[src/rtl/nona_isa_pkg.sv]
`default_nettype none
// =============================================================================
// Module   : nona_isa_pkg
// Brief    : Opcode constants, instruction geometry and fetch FSM encoding
//            shared by the instruction fetch/dispatch block.
// Revision : 1.0 - initial release
// =============================================================================
package nona_isa_pkg;

  localparam int INSTR_BYTES   = 3;
  localparam int DEF_NUM_CORES = 9;

  localparam logic [7:0] OPC_NOP = 8'h00;
  localparam logic [7:0] OPC_LDI = 8'h01;
  localparam logic [7:0] OPC_ADD = 8'h05;
  localparam logic [7:0] OPC_JMP = 8'h10;
  localparam logic [7:0] OPC_HLT = 8'h14;

  typedef enum logic [2:0] {
    ST_SEL   = 3'd0,
    ST_RD_OP = 3'd1,
    ST_RD_A  = 3'd2,
    ST_RD_B  = 3'd3,
    ST_CAP   = 3'd4,
    ST_ISSUE = 3'd5
  } ifd_state_e;

endpackage
`default_nettype wire

[src/rtl/rr_arbiter.sv]
`default_nettype none
// =============================================================================
// Module   : rr_arbiter
// Brief    : Combinational round-robin pick over a request vector, searching
//            upward from the entry after i_last and wrapping.
// Revision : 1.0 - initial release
// =============================================================================
module rr_arbiter #(
  parameter int NUM_CORES = 9
) (
  input  logic [NUM_CORES-1:0] i_req,
  input  logic [3:0]           i_last,
  output logic [3:0]           o_grant,
  output logic                 o_valid
);

  int w_dist;
  int w_best;

  // Distance 0 is the entry immediately after i_last; the nearest requester wins.
  always_comb begin
    o_valid = 1'b0;
    o_grant = '0;
    w_best  = NUM_CORES;
    w_dist  = 0;
    for (int i = 0; i < NUM_CORES; i++) begin
      w_dist = (i + 2 * NUM_CORES - 1 - int'(i_last)) % NUM_CORES;
      if (i_req[i] && (w_dist < w_best)) begin
        w_best  = w_dist;
        o_grant = 4'(i);
        o_valid = 1'b1;
      end
    end
  end

endmodule
`default_nettype wire

[src/rtl/instr_fetch_dispatch.sv]
`default_nettype none
// =============================================================================
// Module   : instr_fetch_dispatch
// Brief    : Serialized 3-byte instruction fetch for NUM_CORES cores with
//            round-robin core selection and execute-stage PC redirects.
//            Optional HLT halting enabled by defining IFD_HALT_DETECT_EN.
// Revision : 1.0 - initial release
// =============================================================================
module instr_fetch_dispatch
  import nona_isa_pkg::*;
#(
  parameter int NUM_CORES = DEF_NUM_CORES,
  parameter int PC_W      = 8
) (
  input  logic                 clk,
  input  logic                 reset,
  output logic                 mem_rd,
  output logic [PC_W-1:0]      mem_addr,
  input  logic [7:0]           mem_rdata,
  output logic                 issue_valid,
  input  logic                 issue_ready,
  output logic [3:0]           core_id,
  output logic [7:0]           instruction,
  output logic [7:0]           operand1,
  output logic [7:0]           operand2,
  input  logic                 redirect_valid,
  input  logic [3:0]           redirect_core,
  input  logic [PC_W-1:0]      redirect_pc,
  output logic [NUM_CORES-1:0] halt_mask
);

  ifd_state_e           r_state;
  logic [3:0]           r_core;
  logic [3:0]           r_last;
  logic [7:0]           r_opc;
  logic [7:0]           r_op1;
  logic [7:0]           r_op2;
  logic [PC_W-1:0]      r_pc [NUM_CORES];

  logic [PC_W-1:0]      w_pc;
  logic                 w_hs;
  logic                 w_redir;
  logic                 w_abort;
  logic                 w_hlt_hs;
  logic                 w_gnt_valid;
  logic [3:0]           w_gnt;
  logic [NUM_CORES-1:0] w_req;

  assign w_hs    = (r_state == ST_ISSUE) && issue_ready;
  assign w_redir = redirect_valid && (int'(redirect_core) < NUM_CORES);
  assign w_abort = w_redir && (redirect_core == r_core) && (r_state != ST_SEL);
  assign w_req   = ~halt_mask;

  always_comb begin
    w_pc = '0;
    for (int c = 0; c < NUM_CORES; c++) begin
      if (r_core == 4'(c)) w_pc = r_pc[c];
    end
  end

  always_comb begin
    mem_rd   = 1'b0;
    mem_addr = '0;
    case (r_state)
      ST_RD_OP: begin mem_rd = 1'b1; mem_addr = w_pc;              end
      ST_RD_A:  begin mem_rd = 1'b1; mem_addr = w_pc + PC_W'(1);   end
      ST_RD_B:  begin mem_rd = 1'b1; mem_addr = w_pc + PC_W'(2);   end
      default:  ;
    endcase
  end

  assign issue_valid = (r_state == ST_ISSUE);
  assign core_id     = r_core;
  assign instruction = r_opc;
  assign operand1    = r_op1;
  assign operand2    = r_op2;

  rr_arbiter #(
    .NUM_CORES (NUM_CORES)
  ) u_arb (
    .i_req   (w_req),
    .i_last  (r_last),
    .o_grant (w_gnt),
    .o_valid (w_gnt_valid)
  );

`ifdef IFD_HALT_DETECT_EN
  logic [NUM_CORES-1:0] r_halt;

  assign w_hlt_hs  = w_hs && (r_opc == OPC_HLT);
  assign halt_mask = r_halt;

  always_ff @(posedge clk or posedge reset) begin
    if (reset) begin
      r_halt <= '0;
    end else begin
      for (int c = 0; c < NUM_CORES; c++) begin
        if (w_redir && (redirect_core == 4'(c)))   r_halt[c] <= 1'b0;
        else if (w_hlt_hs && (r_core == 4'(c)))    r_halt[c] <= 1'b1;
      end
    end
  end
`else
  assign w_hlt_hs  = 1'b0;
  assign halt_mask = '0;
`endif

  // Byte captures trail each read strobe by one state.
  always_ff @(posedge clk or posedge reset) begin
    if (reset) begin
      r_state <= ST_SEL;
      r_core  <= '0;
      r_last  <= 4'(NUM_CORES - 1);
      r_opc   <= '0;
      r_op1   <= '0;
      r_op2   <= '0;
    end else begin
      case (r_state)
        ST_SEL: begin
          if (w_gnt_valid) begin
            r_core  <= w_gnt;
            r_state <= ST_RD_OP;
          end
        end
        ST_RD_OP: r_state <= ST_RD_A;
        ST_RD_A:  begin r_opc <= mem_rdata; r_state <= ST_RD_B;  end
        ST_RD_B:  begin r_op1 <= mem_rdata; r_state <= ST_CAP;   end
        ST_CAP:   begin r_op2 <= mem_rdata; r_state <= ST_ISSUE; end
        ST_ISSUE: begin
          if (issue_ready) begin
            r_last  <= r_core;
            r_state <= ST_SEL;
          end
        end
        default:  r_state <= ST_SEL;
      endcase
      if (w_abort) r_state <= ST_SEL;
    end
  end

  // A redirect overrides the post-issue advance for the same core.
  always_ff @(posedge clk or posedge reset) begin
    if (reset) begin
      for (int c = 0; c < NUM_CORES; c++) r_pc[c] <= '0;
    end else begin
      for (int c = 0; c < NUM_CORES; c++) begin
        if (w_redir && (redirect_core == 4'(c)))
          r_pc[c] <= redirect_pc;
        else if (w_hs && !w_hlt_hs && (r_core == 4'(c)))
          r_pc[c] <= r_pc[c] + PC_W'(INSTR_BYTES);
      end
    end
  end

endmodule
`default_nettype wire
[config.mk]
export PLATFORM = sky130hd
export DESIGN_NAME = instr_fetch_dispatch
export DESIGN_NICKNAME = d
export VERILOG_FILES = /design/src/rtl/nona_isa_pkg.sv /design/src/rtl/rr_arbiter.sv /design/src/rtl/instr_fetch_dispatch.sv
export SDC_FILE = /design/constraint.sdc
export NUM_CORES = 1
export LEC_CHECK = 0
export CORE_MARGIN = 5
export CORE_UTILIZATION = 58
export CTS_CLUSTER_SIZE = 40
export DETAILED_ROUTE_END_ITERATION = 10
export GPL_TIMING_DRIVEN = 1
export PLACE_DENSITY_LB_ADDON = 0.25
export SETUP_SLACK_MARGIN = 0.5
export SYNTH_ARGS = -nofsm -noshare
export SYNTH_HDL_FRONTEND = slang
export SYNTH_SLANG_ARGS = --single-unit
[constraint.sdc]
create_clock -name clk -period 34.7 [get_ports clk]
set_input_delay 3.47 -clock clk [delete_from_list [all_inputs] [get_ports clk]]
set_output_delay 3.47 -clock clk [all_outputs]
set_load 0.02 [all_outputs]
Word-level counts from Yosys, hierarchy flattened
Cells that the tools add are included.
{"block": "op_classes", "add_sub_neg": 20, "multipliers": 0, "div": 9, "n_lt_le_gt_ge": 10, "eq_ne": 24, "n_shift": 0, "muxes": 58, "bitwise_logic": 0, "n_reduce_logical": 39}
{"op": "remainder unit 32 x 5 -> 32 bit (second input constant)", "n": 9}
{"op": "less-than comparator 32 bit", "n": 8}
{"op": "2-to-1 mux 32 bit", "n": 8}
{"op": "2-to-1 mux 8 bit", "n": 27}
{"op": "adder 8 x 2 -> 8 bit (second input constant)", "n": 10}
{"op": "subtractor 5 x 4 -> 6 bit (first input constant)", "n": 9}
{"op": "equality test 4 x 3 -> 1 bit (second input constant)", "n": 8}
{"op": "less-than comparator 32 x 5 -> 1 bit (second input constant)", "n": 1}
{"op": "case mux 8 bit (3 select lines)", "n": 1}
{"op": "logical AND 1 bit", "n": 22}
{"op": "2-to-1 mux 3 bit", "n": 7}
{"op": "case mux 3 bit (6 select lines)", "n": 1}
{"op": "nonzero test 2 bit", "n": 9}
{"op": "equality test 4 x 2 -> 1 bit (second input constant)", "n": 4}
{"op": "2-to-1 mux 1 bit", "n": 11}
{"op": "adder 8 x 1 -> 8 bit (second input constant)", "n": 1}
{"op": "equality test 4 x 1 -> 1 bit (second input constant)", "n": 2}
{"op": "equality test 4 bit (second input constant)", "n": 2}
{"op": "logical NOT 4 bit", "n": 2}
{"op": "equality test 3 x 2 -> 1 bit (second input constant)", "n": 2}
{"op": "equality test 3 bit (second input constant)", "n": 2}
{"op": "AND reduction 2 bit", "n": 3}
{"op": "equality test 4 bit", "n": 1}
{"op": "less-than comparator 4 bit (second input constant)", "n": 1}
{"op": "8 further kinds", "n": 9}
{"block": "word_totals", "reg_bits": 107, "latchBits": 0, "ramBits": 0, "romBits": 0, "in_bits": 24, "elab_cells": 175, "mem_count": 0}

Longest topological paths before layout
{"block": "depth", "depth_word": 23, "ltp_mapped": 161, "mapped_depth_nobuf": 140}

Hierarchy
A second synthesis with hierarchy kept.
{"block": "hier_totals", "hier_cells": 2768, "area_unflattened_um2": 20865.0}
{"module": "rr_arbiter", "n_inst": 1, "cells_per_inst": 2008, "area_each_um2": 13734.4, "seq_area_each_um2": 0.0}
{"module": "instr_fetch_dispatch", "n_inst": 1, "cells_per_inst": 760, "area_each_um2": 7130.6, "seq_area_each_um2": 2678.8}

Worst setup path after synthesis
Ideal clock, no wire load.
{"block": "synth_path", "path_type": "reg2reg", "startpoint": "register r_last[1]", "endpoint": "register r_core[0] (netlist: core_id[0])", "arrival_time_ps": 28772, "required_time_ps": 34596, "slack_ps": 5824, "path_stages_with_launch": 156, "n_path_buf": 29, "path_cell_list": "dfrtp_1 > clkbuf_1 > inv_1 > ha_1 > buf_2 > xor2_1 > nor2b_1 > nand2_1 > ha_1 > nor2b_1 > a211o_1 > a31oi_4 > or2_2 > nand2_1 > a32oi_1 > xnor2_1 > a21oi_1 > a2111o_1 > [120 not listed] > buf_2 > buf_2 > a21oi_1 > ha_1 > a21o_1 > a21o_1 > a21oi_1 > nor2b_1 > o21ai_0 > nand2b_1 > a21oi_1 > nor2b_1 > o21ai_0 > a21oi_1 > nor3_1 > o31a_1 > o21ai_2 > a221oi_1"}
{"block": "synth_between", "elab_chain_len": 21}
{"element": "start, declared", "line_no": "instr_fetch_dispatch.sv:34", "text": "logic [3:0] r_last;"}
{"element": "start signal, assigned", "line_no": "instr_fetch_dispatch.sv:113", "text": "r_last <= 4'(NUM_CORES - 1);"}
{"element": "start signal, assigned", "line_no": "instr_fetch_dispatch.sv:131", "text": "r_last <= r_core;"}
{"element": "subtractor 5 x 4 -> 6 bit", "line_no": "rr_arbiter.sv:27", "text": "w_dist = (i + 2 * NUM_CORES - 1 - int'(i_last)) % NUM_CORES;"}
{"element": "remainder unit 32 x 5 -> 32 bit", "line_no": "rr_arbiter.sv:27"}
{"element": "less-than comparator 32 x 5 -> 1 bit", "line_no": "rr_arbiter.sv:28", "text": "if (i_req[i] && (w_dist < w_best)) begin"}
{"element": "2-to-1 mux 32 bit", "line_no": "rr_arbiter.sv:28"}
{"element": "less-than comparator 32 bit", "line_no": "rr_arbiter.sv:28"}
{"element": "2-to-1 mux 32 bit", "line_no": "rr_arbiter.sv:28"}
{"element": "less-than comparator 32 bit", "line_no": "rr_arbiter.sv:28"}
{"element": "2-to-1 mux 32 bit", "line_no": "rr_arbiter.sv:28"}
{"element": "[5 not listed]"}
{"element": "2-to-1 mux 32 bit", "line_no": "rr_arbiter.sv:28"}
{"element": "less-than comparator 32 bit", "line_no": "rr_arbiter.sv:28"}
{"element": "2-to-1 mux 32 bit", "line_no": "rr_arbiter.sv:28"}
{"element": "less-than comparator 32 bit", "line_no": "rr_arbiter.sv:28"}
{"element": "2-to-1 mux 32 bit", "line_no": "rr_arbiter.sv:28"}
{"element": "less-than comparator 32 bit", "line_no": "rr_arbiter.sv:28"}
{"element": "2-to-1 mux 1 bit", "line_no": "rr_arbiter.sv:28"}
{"element": "AND reduction 2 bit (no line)"}
{"element": "end signal, assigned", "line_no": "instr_fetch_dispatch.sv:121", "text": "r_core <= w_gnt;"}
{"element": "end, declared", "line_no": "instr_fetch_dispatch.sv:33", "text": "logic [3:0] r_core;"}
Parallel ways exist; a longest one is shown, timed or not.
A chain may end at the register's enable or synchronous reset.

Worst setup path after layout
{"block": "layout_path", "startpoint": "register r_last[3]", "endpoint": "register r_core[0] (netlist: core_id[0])"}
The elaborated chain is that of the path after synthesis.

==> results.md <==
- Status: finished, final reports clean
- Pin count of the biggest net entering global routing: 84
- Final period demand of the worst path: roughly 32,000 ps
- TNS Setup: 0 ps
- Clock Sinks: approximately 110
- Initial antenna violation count: 0
- CP peak stage delay: just under 900 ps
- Worst slew pin tran: 1080 ps
- Vias: 20,400
- Slew Limit Fails: 0
- Crit path kind: reg -> reg
- Gr usage total: 0.298
- Design Area, Final: 20,800 µm²
- Number of synthesized flops with an enable pin: 0
- Placed Instances: about 3,100
- Clk Latency, worst-skew pair: 350 ps
- Avg Synthesized Cell Area: 7.22 µm²
- Synth Instances: 2,729
- Core Box Area: 33,500 µm²
- Worst-path maximum fanout: 48
- Reg2reg setup slack: about 3100 ps
- Postcts setup bufs: 0
- DR iter-0 viols: 1,804
- Die Wd: 194 µm
- Crit path buffers/inverters: 7
- I/O pin cnt: 71
- Critical-path top delay cell: dfstp_2
- DRC viols: 0
- DR pass1 iterations: 6
- Largest buffer count on any clock path: 2
- Clock buffer count from CTS: 9
- Layout Cells excl Fill: about 3,100
- Achievable Freq: 31.7 MHz
- CTS tree: yes
- Initial Util: 0.588
- I/O Buffers: 61
- Drt via density: 6.49
- Yosys reg bits: 107
- Final hold vios: 0
- Vias in the first global route: 19,300
- Die height: 194 µm
- H-tree levels: 3
- Netlist cell types: 95
- Worst slew margin: 0.265
- Top FF cell, synth: dfrtp_1
- CP delay by family, top: compound AO/OA/AOI/OAI gates
- Synth top area share: 0.200
- First-pass GRT wire length: 96.8 mm
- Post-Syn Area: 19,700 µm²
- CP Launch Type: flip-flop
- Post-DP HPWL: 47.1 mm
- Final Cycle Share: 0.910
- Clock Skew: 11.3 ps
- Post-DP Area: 20,500 µm²
- Clock transition at path regs: approximately 70 ps
- CTS Root Buffer Type: clkbuf_16
- Final GP Congestion: 0.994
- Arr. time, crit path: 31,810 ps
- Layout cells sized above 1: 0.0599
- Worst Hold Slack: 481 ps
- Required @ worst endpoint: roughly 35,000 ps
- WL final: 60.1 mm
- Synth top area cells: ha_1 (20%), dfrtp_1 (13%), o21ai_0 (8.1%), a21oi_1 (7.0%), nand2_1 (5.6%)
- Sequential share of the synthesized area: 0.136
- Ant diodes: 0
- Total gr overflow: 0
- MaxCap Viol Count: 0
- Ys async rst share: 1.00
- Worst hold path type: reg -> reg
- Ys Warns: 0
- Crit end category: flip-flop
- Die area: 37,800 µm²
- # rows: 67
- Setup violators final: 0
- RSZ-0062 raised after global routing: no
- Most frequent cells in the layout: o21ai_0 (317), ha_1 (315), nand2_1 (292)
- Commonest non-fill, non-tap cell in the layout: o21ai_0
- Nets@finish: 3,024
- Wire per inst: 19.2 µm
- Routed Antenna Nets: 0
- Area Overhead vs Synth: 5.47%
- Largest area contributor in the netlist: ha_1
==> state kept, by name (all words and copies together) (netlist names) <==
name         cells
instruction      8
core_id          4
r_state          3
operand2         8
r_pc            72
r_last           4
operand1         8
==> per-stage QoR <==
stage	setup slack (ps)	utilization
final	3120	0.620
after detailed placement	3020	0.611
after global routing	548	0.620
after floorplan	5820	-
after global placement	4300	0.611
after CTS	2860	0.619
==> kinds of logic (layout without fill, tap and decap cells) <==
group	after synthesis	after routing	synth area share
multiplexers	75	76	0.0453
XOR/XNOR	131	131	0.0582
AND/OR/NAND/NOR	934	934	0.228
flip-flops	107	107	0.136
other	1	9	0.000190
AO/OA/AOI/OAI	926	926	0.282
adder cells (fa/ha/maj)	315	315	0.200
buffers and inverters	240	192	0.0499
==> final cells by class <==
cell class / instances / area [µm²]
Sequential cell: 107 / 2680
Timing Repair inverter: 1 / 5.00
Timing Repair Buffer: 86 / 798
Clock inverter: 5 / 37.5
Clock buffer: 11 / 233
Tap cell: 448 / 561
Multi-Input combinational cell: 2391 / 16100
Inverter: 89 / 340
Fill cell: 3061 / 12800
==> repair_timing <==
action,CTS,global route
gates resized for setup,0,3
setup endpoints to repair,0,5
hold buffers,0,0
==> synthesized netlist by cell type, types with 46 or more instances <==
cell type / n
nand4_1: 51
a21oi_1: 274
nand2b_1: 49
xnor2_1: 79
nand2_1: 292
nor2b_1: 46
inv_1: 84
xor2_1: 52
clkbuf_1: 99
nor2_1: 238
dfrtp_1: 106
nand3_1: 73
ha_1: 315
o21ai_0: 317
a21o_1: 111
==> path summary, 6_finish.rpt <==
| path | from | endpoint | depth (start not counted) |
|---|---|---|---|
| worst max-delay path | r_last[3]$_DFFE_PP1P_ | core_id[0]$_DFFE_PP0P_ | 134 |
| worst min-delay path | instruction[4]$_DFFE_PP0P_ | instruction[4]$_DFFE_PP0P_ | 2 |
| worst max register to register | r_last[3]$_DFFE_PP1P_ | core_id[0]$_DFFE_PP0P_ | 134 |
| worst min register to register | instruction[4]$_DFFE_PP0P_ | instruction[4]$_DFFE_PP0P_ | 2 |
| max in group asynchronous | reset | r_last[1]$_DFFE_PP0P_ | 3 |
| min in group asynchronous | reset | operand1[5]$_DFFE_PP0P_ | 2 |
==> layer usage <==
metal  GRT usage  vias to the layer above  share of wire
met3      0.0296                      144          0.062
met5           0                        -              0
li1            -                     9824              -
met2       0.518                      796           0.48
met4      0.0930                        0          0.030
met1       0.392                     9617           0.43
==> tightest hold or removal path: stages, from the launching register on <==
cell and delay [ps]:
dfrtp_1 350, nand2_1 50, nand2_1 50
Power is not shown: default switching activity piles up to over one toggle a cycle in this logic, so the estimate is an artifact.
